### src/rtl/avalon_packetizer_if.sv
// Avalon-ST streaming interface: one beat of data with sop/eop framing and an
// empty count of unused low-order bytes on the eop beat.
interface avalon_st_if #(
   parameter int DATA_WIDTH_IN_BYTES = 16
);
   localparam int EMPTY_W = $clog2(DATA_WIDTH_IN_BYTES);

   logic [DATA_WIDTH_IN_BYTES*8-1:0] data;
   logic                             valid;
   logic                             sop;
   logic                             eop;
   logic [EMPTY_W-1:0]               empty;
   logic                             rdy;

   modport master (output data, valid, sop, eop, empty, input rdy);
   modport slave  (input data, valid, sop, eop, empty, output rdy);
endinterface

### src/rtl/avalon_packetizer.sv
// Frames a raw word stream into Avalon-ST messages from a byte-length descriptor,
// through a one-deep registered output stage.
module avalon_packetizer #(
   parameter int DATA_WIDTH_IN_BYTES = 16,
   parameter int LEN_WIDTH           = 16
) (
   input  logic                             clk,
   input  logic                             rst,
   input  logic [LEN_WIDTH-1:0]             msg_len,
   input  logic                             msg_len_valid,
   output logic                             msg_len_rdy,
   input  logic [DATA_WIDTH_IN_BYTES*8-1:0] raw_data,
   input  logic                             raw_valid,
   output logic                             raw_rdy,
   avalon_st_if.master                      packet_msg,
   output logic                             zero_len_err,
   output logic [15:0]                      msg_sent_cnt
);
   localparam int W       = DATA_WIDTH_IN_BYTES;
   localparam int EMPTY_W = $clog2(W);

   localparam logic [0:0] BETWEEN_MSG = 1'b0;
   localparam logic [0:0] IN_MSG      = 1'b1;

   logic [0:0]           state;
   logic [LEN_WIDTH-1:0] remaining;
   logic                 first;

   logic                 len_hs, raw_hs, out_hs;
   logic                 eop_next;
   logic [EMPTY_W-1:0]   empty_next;
   logic [W*8-1:0]       masked;

   // Gated by rst so the descriptor port reads not-ready while held in reset.
   assign msg_len_rdy = rst && (state == BETWEEN_MSG);
   assign raw_rdy     = (state == IN_MSG) && (!packet_msg.valid || packet_msg.rdy);

   assign len_hs = msg_len_valid && msg_len_rdy;
   assign raw_hs = raw_valid && raw_rdy;
   assign out_hs = packet_msg.valid && packet_msg.rdy;

   assign eop_next   = (remaining <= LEN_WIDTH'(W));
   assign empty_next = eop_next ? EMPTY_W'(LEN_WIDTH'(W) - remaining) : '0;

   // First message byte is the MSB, so the unused tail is the low-order bytes.
   always_comb begin
      masked = raw_data;
      for (int i = 0; i < W; i++)
         if (i < int'(empty_next))
            masked[8*i +: 8] = 8'h00;
   end

   always_ff @(posedge clk or negedge rst) begin
      if (!rst) begin
         state            <= BETWEEN_MSG;
         remaining        <= '0;
         first            <= 1'b0;
         zero_len_err     <= 1'b0;
         msg_sent_cnt     <= '0;
         packet_msg.valid <= 1'b0;
         packet_msg.sop   <= 1'b0;
         packet_msg.eop   <= 1'b0;
         packet_msg.empty <= '0;
         packet_msg.data  <= '0;
      end else begin
         zero_len_err <= 1'b0;

         if (len_hs) begin
            if (msg_len == '0) begin
               zero_len_err <= 1'b1;
            end else begin
               remaining <= msg_len;
               first     <= 1'b1;
               state     <= IN_MSG;
            end
         end

         if (raw_hs) begin
            packet_msg.valid <= 1'b1;
            packet_msg.sop   <= first;
            packet_msg.eop   <= eop_next;
            packet_msg.empty <= empty_next;
            packet_msg.data  <= masked;
            first            <= 1'b0;
            // Clamp at the last beat so remaining never wraps below zero.
            if (eop_next) begin
               remaining <= '0;
               state     <= BETWEEN_MSG;
            end else begin
               remaining <= remaining - LEN_WIDTH'(W);
            end
         end else if (out_hs) begin
            packet_msg.valid <= 1'b0;
         end

         if (out_hs && packet_msg.eop)
            msg_sent_cnt <= msg_sent_cnt + 16'd1;
      end
   end
endmodule

### src/flat_wrapper.sv
// flat-port wrapper written by rule: the top's interface ports become plain ports
module avalon_packetizer_flat 
#(
   parameter int DATA_WIDTH_IN_BYTES = 16,
   parameter int LEN_WIDTH           = 16
)
  (clk, rst, msg_len, msg_len_valid, msg_len_rdy, raw_data, raw_valid, raw_rdy, zero_len_err, msg_sent_cnt, packet_msg_data, packet_msg_valid, packet_msg_sop, packet_msg_eop, packet_msg_empty, packet_msg_rdy);
  avalon_st_if #(.DATA_WIDTH_IN_BYTES(DATA_WIDTH_IN_BYTES)) packet_msg_i ();
  input  logic clk;
  input  logic rst;
  input  logic [LEN_WIDTH-1:0] msg_len;
  input  logic msg_len_valid;
  output logic msg_len_rdy;
  input  logic [DATA_WIDTH_IN_BYTES*8-1:0] raw_data;
  input  logic raw_valid;
  output logic raw_rdy;
  output logic zero_len_err;
  output logic [15:0] msg_sent_cnt;
  output wire logic [$bits(packet_msg_i.data)-1:0] packet_msg_data;
  output wire logic [$bits(packet_msg_i.valid)-1:0] packet_msg_valid;
  output wire logic [$bits(packet_msg_i.sop)-1:0] packet_msg_sop;
  output wire logic [$bits(packet_msg_i.eop)-1:0] packet_msg_eop;
  output wire logic [$bits(packet_msg_i.empty)-1:0] packet_msg_empty;
  input wire logic [$bits(packet_msg_i.rdy)-1:0] packet_msg_rdy;
  assign packet_msg_data = packet_msg_i.data;
  assign packet_msg_valid = packet_msg_i.valid;
  assign packet_msg_sop = packet_msg_i.sop;
  assign packet_msg_eop = packet_msg_i.eop;
  assign packet_msg_empty = packet_msg_i.empty;
  assign packet_msg_i.rdy = packet_msg_rdy;
  avalon_packetizer #(.DATA_WIDTH_IN_BYTES(DATA_WIDTH_IN_BYTES), .LEN_WIDTH(LEN_WIDTH)) u_core (.clk(clk), .rst(rst), .msg_len(msg_len), .msg_len_valid(msg_len_valid), .msg_len_rdy(msg_len_rdy), .raw_data(raw_data), .raw_valid(raw_valid), .raw_rdy(raw_rdy), .packet_msg(packet_msg_i), .zero_len_err(zero_len_err), .msg_sent_cnt(msg_sent_cnt));
endmodule
### config.mk
export PLATFORM = sky130hd
export DESIGN_NAME = avalon_packetizer_flat
export DESIGN_NICKNAME = d
export VERILOG_FILES = /design/src/rtl/avalon_packetizer_if.sv /design/src/rtl/avalon_packetizer.sv /design/src/flat_wrapper.sv
export SDC_FILE = /design/constraint.sdc
export NUM_CORES = 1
export LEC_CHECK = 0
export CAP_MARGIN = 20
export CORE_MARGIN = 4
export CORE_UTILIZATION = 45
export DETAILED_ROUTE_END_ITERATION = 6
export GPL_TIMING_DRIVEN = 0
export PLACE_DENSITY = 0.84
export SKIP_CTS_REPAIR_TIMING = 1
export SYNTH_ARGS = -nofsm -noshare
export SYNTH_HDL_FRONTEND = slang
export SYNTH_SLANG_ARGS = --single-unit
### constraint.sdc
create_clock -name clk -period 6.1 [get_ports clk]
set_input_delay 1.83 -clock clk [delete_from_list [all_inputs] [get_ports clk]]
set_output_delay 1.83 -clock clk [all_outputs]
set_load 0.01 [all_outputs]
==> impl_results.md, run 1 <==
* Fillers at between 1,000 and 1,500
* Post-synth top area share at between 50 and 60%
* Largest cells by area after synthesis: dfrtp_1 59%, nand2_1 13%, a21oi_1 7.2%
* Crit path cell chain: clkdlybuf4s50_1, nand2b_1, and2_1, clkdlybuf4s50_1
* Largest net degree at the start of global routing at slightly above 90
* First-pass GRT wire length at 36.2 mm
* Hold path depth at 2
* Post-synth EDFFs at 0
* Worst Path Required at between 4 and 5 ns
* H-tree Lvls at 4
* Die Wd at about 130 um
* Largest area contributor in the netlist: dfrtp_1
* Placeable Area at approximately 15,000 um2
* Worst slack, placed at 1.05 ns
* Vias in the first global route at between 6,000 and 7,000
* Worst Tran Pin Value at 0.827 ns
* Final ANT Viol Nets at 0
* Final Skew at roughly 0.0075 ns
* Largest family of logic cells by synthesized area: simple AND/OR/NAND/NOR gates
* Final hold vios at 0
* # DRC at 0
* Synth Area per Inst at slightly below 10 um2
* Worst-path maximum fanout at 5
* CP Launch Point: packet_msg_rdy
* CP max-delay cell: clkdlybuf4s50_1
* Iter 0 DRT Violations at 390
* Clock Latency Late Sink at ~0.43 ns
* Worst R2R End: u_core.packet_msg.data[39]
* GRT Overall Usage at 25.8%
* Count leader, synth: nand2_1
* Mux contribution to synthesized area at 0.297%
* Initial antenna violation count at 0
* Crit Path Category: input pin to output pin
* Most frequent cells after synthesis: 257 x nand2_1, 170 x dfrtp_1, 103 x a21oi_1
* Simple-gate share of the synthesized area at 20.0%
* Drt wl/cell at approximately 18 um
* Compound-Gate Fraction of Synth Area at between 10% and 20%
* Clock transition at path regs at roughly 0.06 ns
* CTS tree: built
* CP endpoint kind: output pin
* FP Rows at 45
* Die Y at 134 um
* Dpl hpwl at 17.1 mm
* Synth unique cells at between 50 and 60
* Worst reg2reg setup slack at around 3.0 ns
* Post-synthesis adder-cell area fraction at less than 1%
* Seq/Total Area, Yosys at between 50 and 60%
* Total CTS buffers at 17
* Total Power at 5.07 mW
* Longest Clk Path Bufs at 2
* Mapped Area at slightly above 7000 um2
* Fmax at ~200 MHz
* Via/cell ratio at 5.18
* PortBufs at 302
* Period utilisation layout at between 80 and 90%
* Endpoints failing setup at 0
* Final nets at 1,220
* RSZ-0062 raised after global routing: false
* Synth Warn # at 0
* Xor and xnor fraction of the mapped netlist area at roughly 2.6%
* RePlAce Congestion at ~0.88
* Syn Nets at approximately 900
* Worst r2r path cells at 8
* Initial Util at ~47%
* Synthesized flop and latch total at 170
* Synthesis-to-layout area growth at 55.4%
* Startpoint Class: input pin
* HP Class: flop to flop
* DRT Wirelength at approximately 23 mm
* Reg2reg start: u_core.remaining[0]
* Total gr overflow at 0
* MaxCap Viol Count at 0
* Data arrival time of the critical path at between 3 and 4 ns
* Hold_sp: u_core.packet_msg.empty[1]
* Min cycle time layout at 5.06 ns
* DR pass1 iterations at 5
* Die area at 18,000 um2
* Share of layout cells above drive strength 1 at just over 5%
* Vias at around 6,700
* Rel. slew slack at between 40 and 50%
* # diodes at 0
* Slowest cell delay on critical path at approximately 0.55 ns
* Ports at slightly above 300
* Hold Path Sink: u_core.packet_msg.empty[1]
* Ys async rst share at between 90% and 100%
* Power Dens Cells at approximately 460 nW/um2
* Run status: finished, final reports clean
* Slew Viols, Final at 0
* Leakage Power at about 4.8 nW
* Top_reg_cell synth: dfrtp_1
* Final worst slack at roughly 1.0 ns
* Clk sink count at 170
* Root buffer cell: clkbuf_16
* CP most frequent cell: clkdlybuf4s50_1
* Maximum vdd drop at 227 uV
* Gate Count Post-Synth at about 750
==> state kept, by name, summed over array words and instances, names as in the netlist <==
name                     cells
u_core.packet_msg.data     128
u_core.msg_sent_cnt         16
u_core.remaining            16
u_core.packet_msg.empty      4
u_core.first                 1
u_core.packet_msg.eop        1
u_core.packet_msg.sop        1
u_core.packet_msg.valid      1
u_core.state                 1
u_core.zero_len_err          1
==> placed cells by master, fill, tap and decap left out, drive strengths merged, types with 4 or more instances in the layout <==
master         Yosys  final
bufinv             0      4
ha                 4      4
xor2               6      6
nor4               6      6
a22o              28     28
o21ai              5      5
clkinvlp           0      4
inv                8     11
clkbuf            28     47
dfrtp            170    170
o22ai              6      6
clkdlybuf4s50      0    301
xnor2             15     15
nor2              24     24
and3               4      4
buf               10     12
a21oi            105    105
nand3             14     14
nor3               9      9
nand2            257    257
nand4              6      6
==> kinds of logic after synthesis <==
| logic type | after synthesis |
|---|---|
| buf+inv | 46 |
| xor+xnor | 21 |
| simple gates | 336 |
| mux | 2 |
| flops | 170 |
| fa+ha+maj | 4 |
| compound gates | 166 |
==> power by group <==
part	internal [mW]	total, mW	leakage, nW	switching, mW
Clock	0.711	1.17	0.303	0.456
Combinational	1.09	2.10	2.38	1.01
Sequential	1.54	1.81	2.14	0.262
Total	3.34	5.07	4.82	1.73
==> routing by layer <==
layer  track usage [%]  share of wire [%]  wire length (um)
met5                 0                  0                 0
met4              7.75                2.4               553
met3              7.54                7.6              1750
met2              45.8                 51             11800
met1              30.4                 39              9080
==> worst max-delay path, delay by kind of cell <==
family        cells  cell delay (ns)
simple gates      2             0.35
buf+inv           2             1.04
==> final cells by class <==
type / count / area, um2 / area share [%]
clock inverters: 13 / 190 / 1.71
clock buffers: 19 / 453 / 4.07
multi-input cells: 529 / 2720 / 24.5
plain buffers: 38 / 149 / 1.34
flip-flops and latches: 170 / 4250 / 38.3
well taps: 211 / 264 / 2.37
inverters: 8 / 30.0 / 0.270
repair buffers: 303 / 3060 / 27.5
==> how the worst max path moves through the flow <==
stage	endpoint	cells after the start	slack (ns)
finish	raw_rdy	4	1.04
global route	raw_rdy	4	0.98
CTS	raw_rdy	4	1.04
detailed placement	raw_rdy	4	1.05
global placement	msg_len_rdy	3	-4.69
floorplan	raw_rdy	2	2.08
==> metrics by stage <==
step	TNS, ns	utilization, %	hold WS [ns]	cell area, um2	instances
floorplan	0	-	0.439	7160	745
global placement	-699.67	67.9	0.450	10400	1258
detailed placement	0	68.2	0.459	10500	1259
CTS	0	72.3	0.468	11100	1291
global route	0	72.3	0.490	11100	1291
finish	0	72.3	0.471	11100	1291
Power figures use the tool's default switching activity.
==> inputs of run 2 (changes only) <==
--- a/config.mk
+++ b/config.mk
@@ -7,10 +7,10 @@
 export LEC_CHECK = 0
 export CAP_MARGIN = 20
 export CORE_MARGIN = 4
-export CORE_UTILIZATION = 45
+export CORE_UTILIZATION = 43
 export DETAILED_ROUTE_END_ITERATION = 6
 export GPL_TIMING_DRIVEN = 0
-export PLACE_DENSITY = 0.84
+export PLACE_DENSITY = 0.81
 export SKIP_CTS_REPAIR_TIMING = 1
 export SYNTH_ARGS = -nofsm -noshare
 export SYNTH_HDL_FRONTEND = slang
==> constraint.sdc (replaced) <==
create_clock -name clk -period 4.7 [get_ports clk]
set_input_delay 1.41 -clock clk [delete_from_list [all_inputs] [get_ports clk]]
set_output_delay 1.41 -clock clk [all_outputs]
set_load 0.01 [all_outputs]
==> run 2 against run 1 <==
  * Sequential share of layout area shrank 0.10 points
  * Clock power is 30% higher
  * Die area is 4.4% higher
  * Clock skew is 0.0017 ns higher
  * Final area increased by 0.27%
  * Clock-buffer cell count stayed put
  * Critical path type unchanged
  * Largest cell class unchanged
==> impl_results.md, run 2 (synthesis results as in run 1) <==
* Fmax at approximately 230 MHz
* Crit path cell chain: buf_8, buf_16, nor2b_1, clkdlybuf4s50_1
* Power Internal at 4.34 mW (+30%)
* DRT Wirelength at 23.0 mm (-0.68%)
* Vias in the first global route at 6,679 (-3.2%)
* Hold Path Sink: u_core.packet_msg.empty[2]
* Final hold vios at 0 (unchanged)
* Die Wd at 137 um (+2.2%)
* Placed cells at 1,264 (+0.40%)
* Ports at 303 (unchanged)
* Longest Clk Path Bufs at 2 (unchanged)
* Largest reg by FF count: u_core.packet_msg.data
* Most common cell after layout, fill and taps aside: clkdlybuf4s50_1
* Worst r2r path cells at 8 (unchanged)
* RePlAce Congestion at 0.846 (-3.6%)
* Total Power at 6.56 mW (+29%)
* Hold path depth at 2 (unchanged)
* Data arrival time of the critical path at 2.98 ns (-0.25 ns)
* DR pass1 iterations at 5 (unchanged)
* RSZ-0062 raised after global routing: false
* Final core utilization at 69.2% (-3.2 points)
* Most frequent cells in the layout: 301 x clkdlybuf4s50_1, 257 x nand2_1, 170 x dfrtp_1
* Dpl hpwl at 16.9 mm (-1.0%)
* Max FFs per register at 128 (unchanged)
* Clock transition at path regs at 0.06 ns (about the same)
* GRT Overall Usage at 24.5% (-1.3 points)
* Via/cell ratio at 5.16 (-0.30%)
* Clk sink count at 170 (unchanged)
* Leakage Power at 4.84 nW (+0.53%)
* Clock Latency Late Sink at 0.43 ns (about the same)
* Initial Util at 44.4% (-2.2 points)
* Clk pwr share at 23.2% (+0.2 points)
* Logic gate share of total power at 41.1% (-0.3 points)
* Setup TNS at 0 ns (unchanged)
* Worst slack, placed at 0.0677 ns (-0.986 ns)
* Worst R2R End: u_core.packet_msg.data[60]
* Psw at 2.22 mW (+28%)
* Die area at 18,800 um2 (+4.4%)
* Crit Path Category: input pin to output pin
* Final cell area excluding filler cells at 11,100 um2 (+0.27%)
* Final Skew at 0.00914 ns (+0.00166 ns)
* Min cycle time layout at ~4.4 ns
* Die Y at 137 um (+2.2%)
* Hold_sp: u_core.packet_msg.empty[2]
* Placed inst area at 10,500 um2 (about the same)
* H-tree Lvls at 4 (unchanged)
* Endpoints failing setup at 0 (unchanged)
* Hold_ws at 0.467 ns (-0.00371 ns)
* CP endpoint kind: output pin
* Synthesis-to-layout area growth at 55.8%
* MaxCap Viol Count at 0 (unchanged)
* Register share of total power at 35.7% (about the same)
* PortBufs at 302 (unchanged)
* Run status: finished, final reports clean
* Placeable Area at 16,100 um2 (+4.8%)
* Final nets at 1,221 (+0.082%)
* Total CTS buffers at 17 (unchanged)
* Total gr overflow at 0 (unchanged)
* Root buffer cell: clkbuf_16
* Worst-path maximum fanout at 65 (+60)
* HP Class: flop to flop
* Final ANT Viol Nets at 0 (unchanged)
* Reg2reg start: u_core.remaining[0]
* Maximum vdd drop at 308 uV (+36%)
* Worst Tran Pin Value at 0.828 ns (+0.00113 ns)
* Worst reg2reg setup slack at 1.62 ns (-1.38 ns)
* Rel. slew slack at 44.8% (-0.075 points)
* # DRC at 0 (unchanged)
* CTS tree: built
* Biggest regs: u_core.packet_msg.data (128), u_core.msg_sent_cnt (16), u_core.remaining (16)
* First-pass GRT wire length at 35.6 mm (-1.7%)
* Worst Path Required at 3.29 ns (-0.98 ns)
* Drt wl/cell at 17.7 um (-1.1%)
* Period utilisation layout at 93.4%
* Final worst slack at 0.308 ns (-0.734 ns)
* Share of layout cells above drive strength 1 at 5.18% (+0.088 points)
* Slowest cell delay on critical path at 0.57 ns (+0.02 ns)
* Power Dens Cells at 588 nW/um2 (+29%)
* Initial antenna violation count at 0 (unchanged)
* FP Rows at 46 (+2.2%)
* Vias at 6,694 (+0.16%)
* Switching Share at 33.8% (-0.24 points)
* Final Non-Filler Cells at 1,297 (+0.46%)
* Slew Viols, Final at 0 (unchanged)
* Startpoint Class: input pin
* Iter 0 DRT Violations at 484 (+24%)
* Largest net degree at the start of global routing at 109 (+20%)
* # diodes at 0 (unchanged)
* CP max-delay cell: clkdlybuf4s50_1
run 2: critical path: cells and delay by family:
family / cells / cell delay [ns]
buffers and inverters: 3 / 1.28
AND/OR/NAND/NOR: 1 / 0.25
run 2: worst max path at each step:
stage,from,to,depth (start not counted)
3_5_place_dp,rst,msg_len_rdy,4
5_1_grt,rst,msg_len_rdy,4
3_3_place_gp,rst,msg_len_rdy,3
4_1_cts,rst,msg_len_rdy,4
2_1_floorplan,packet_msg_rdy,raw_rdy,2
6_report,rst,msg_len_rdy,4
run 2: area by class of cell:
| type | instances | area [um2] |
|---|---|---|
| well taps | 216 | 270 |
| plain buffers | 38 | 149 |
| multi-input cells | 529 | 2720 |
| clock inverters | 13 | 189 |
| repair buffers | 304 | 3080 |
| flip-flops and latches | 170 | 4250 |
| inverters | 8 | 30.0 |
| fillers | 1227 | 4970 |
| clock buffers | 19 | 453 |
run 2: power by group through the flow:
stage | registers [mW] | logic (mW) | clock network, mW
3_5_place_dp | 2.36 | 2.71 | 0
2_1_floorplan | 2.56 | 1.01 | 0
5_1_grt | 2.41 | 2.94 | 1.61
4_1_cts | 2.34 | 2.72 | 1.54
3_3_place_gp | 2.34 | 2.67 | 0
6_report | 2.34 | 2.70 | 1.52
run 2: metal layers:
layer	GRT usage, %	vias to the layer above	share of wire, %	wire, um
li1	-	3162	-	-
met1	30.5	3233	40	9280
met2	41.3	263	50	11400
met3	7.32	36	8.1	1870
met4	7.43	0	1.9	440
met5	0	-	0	0
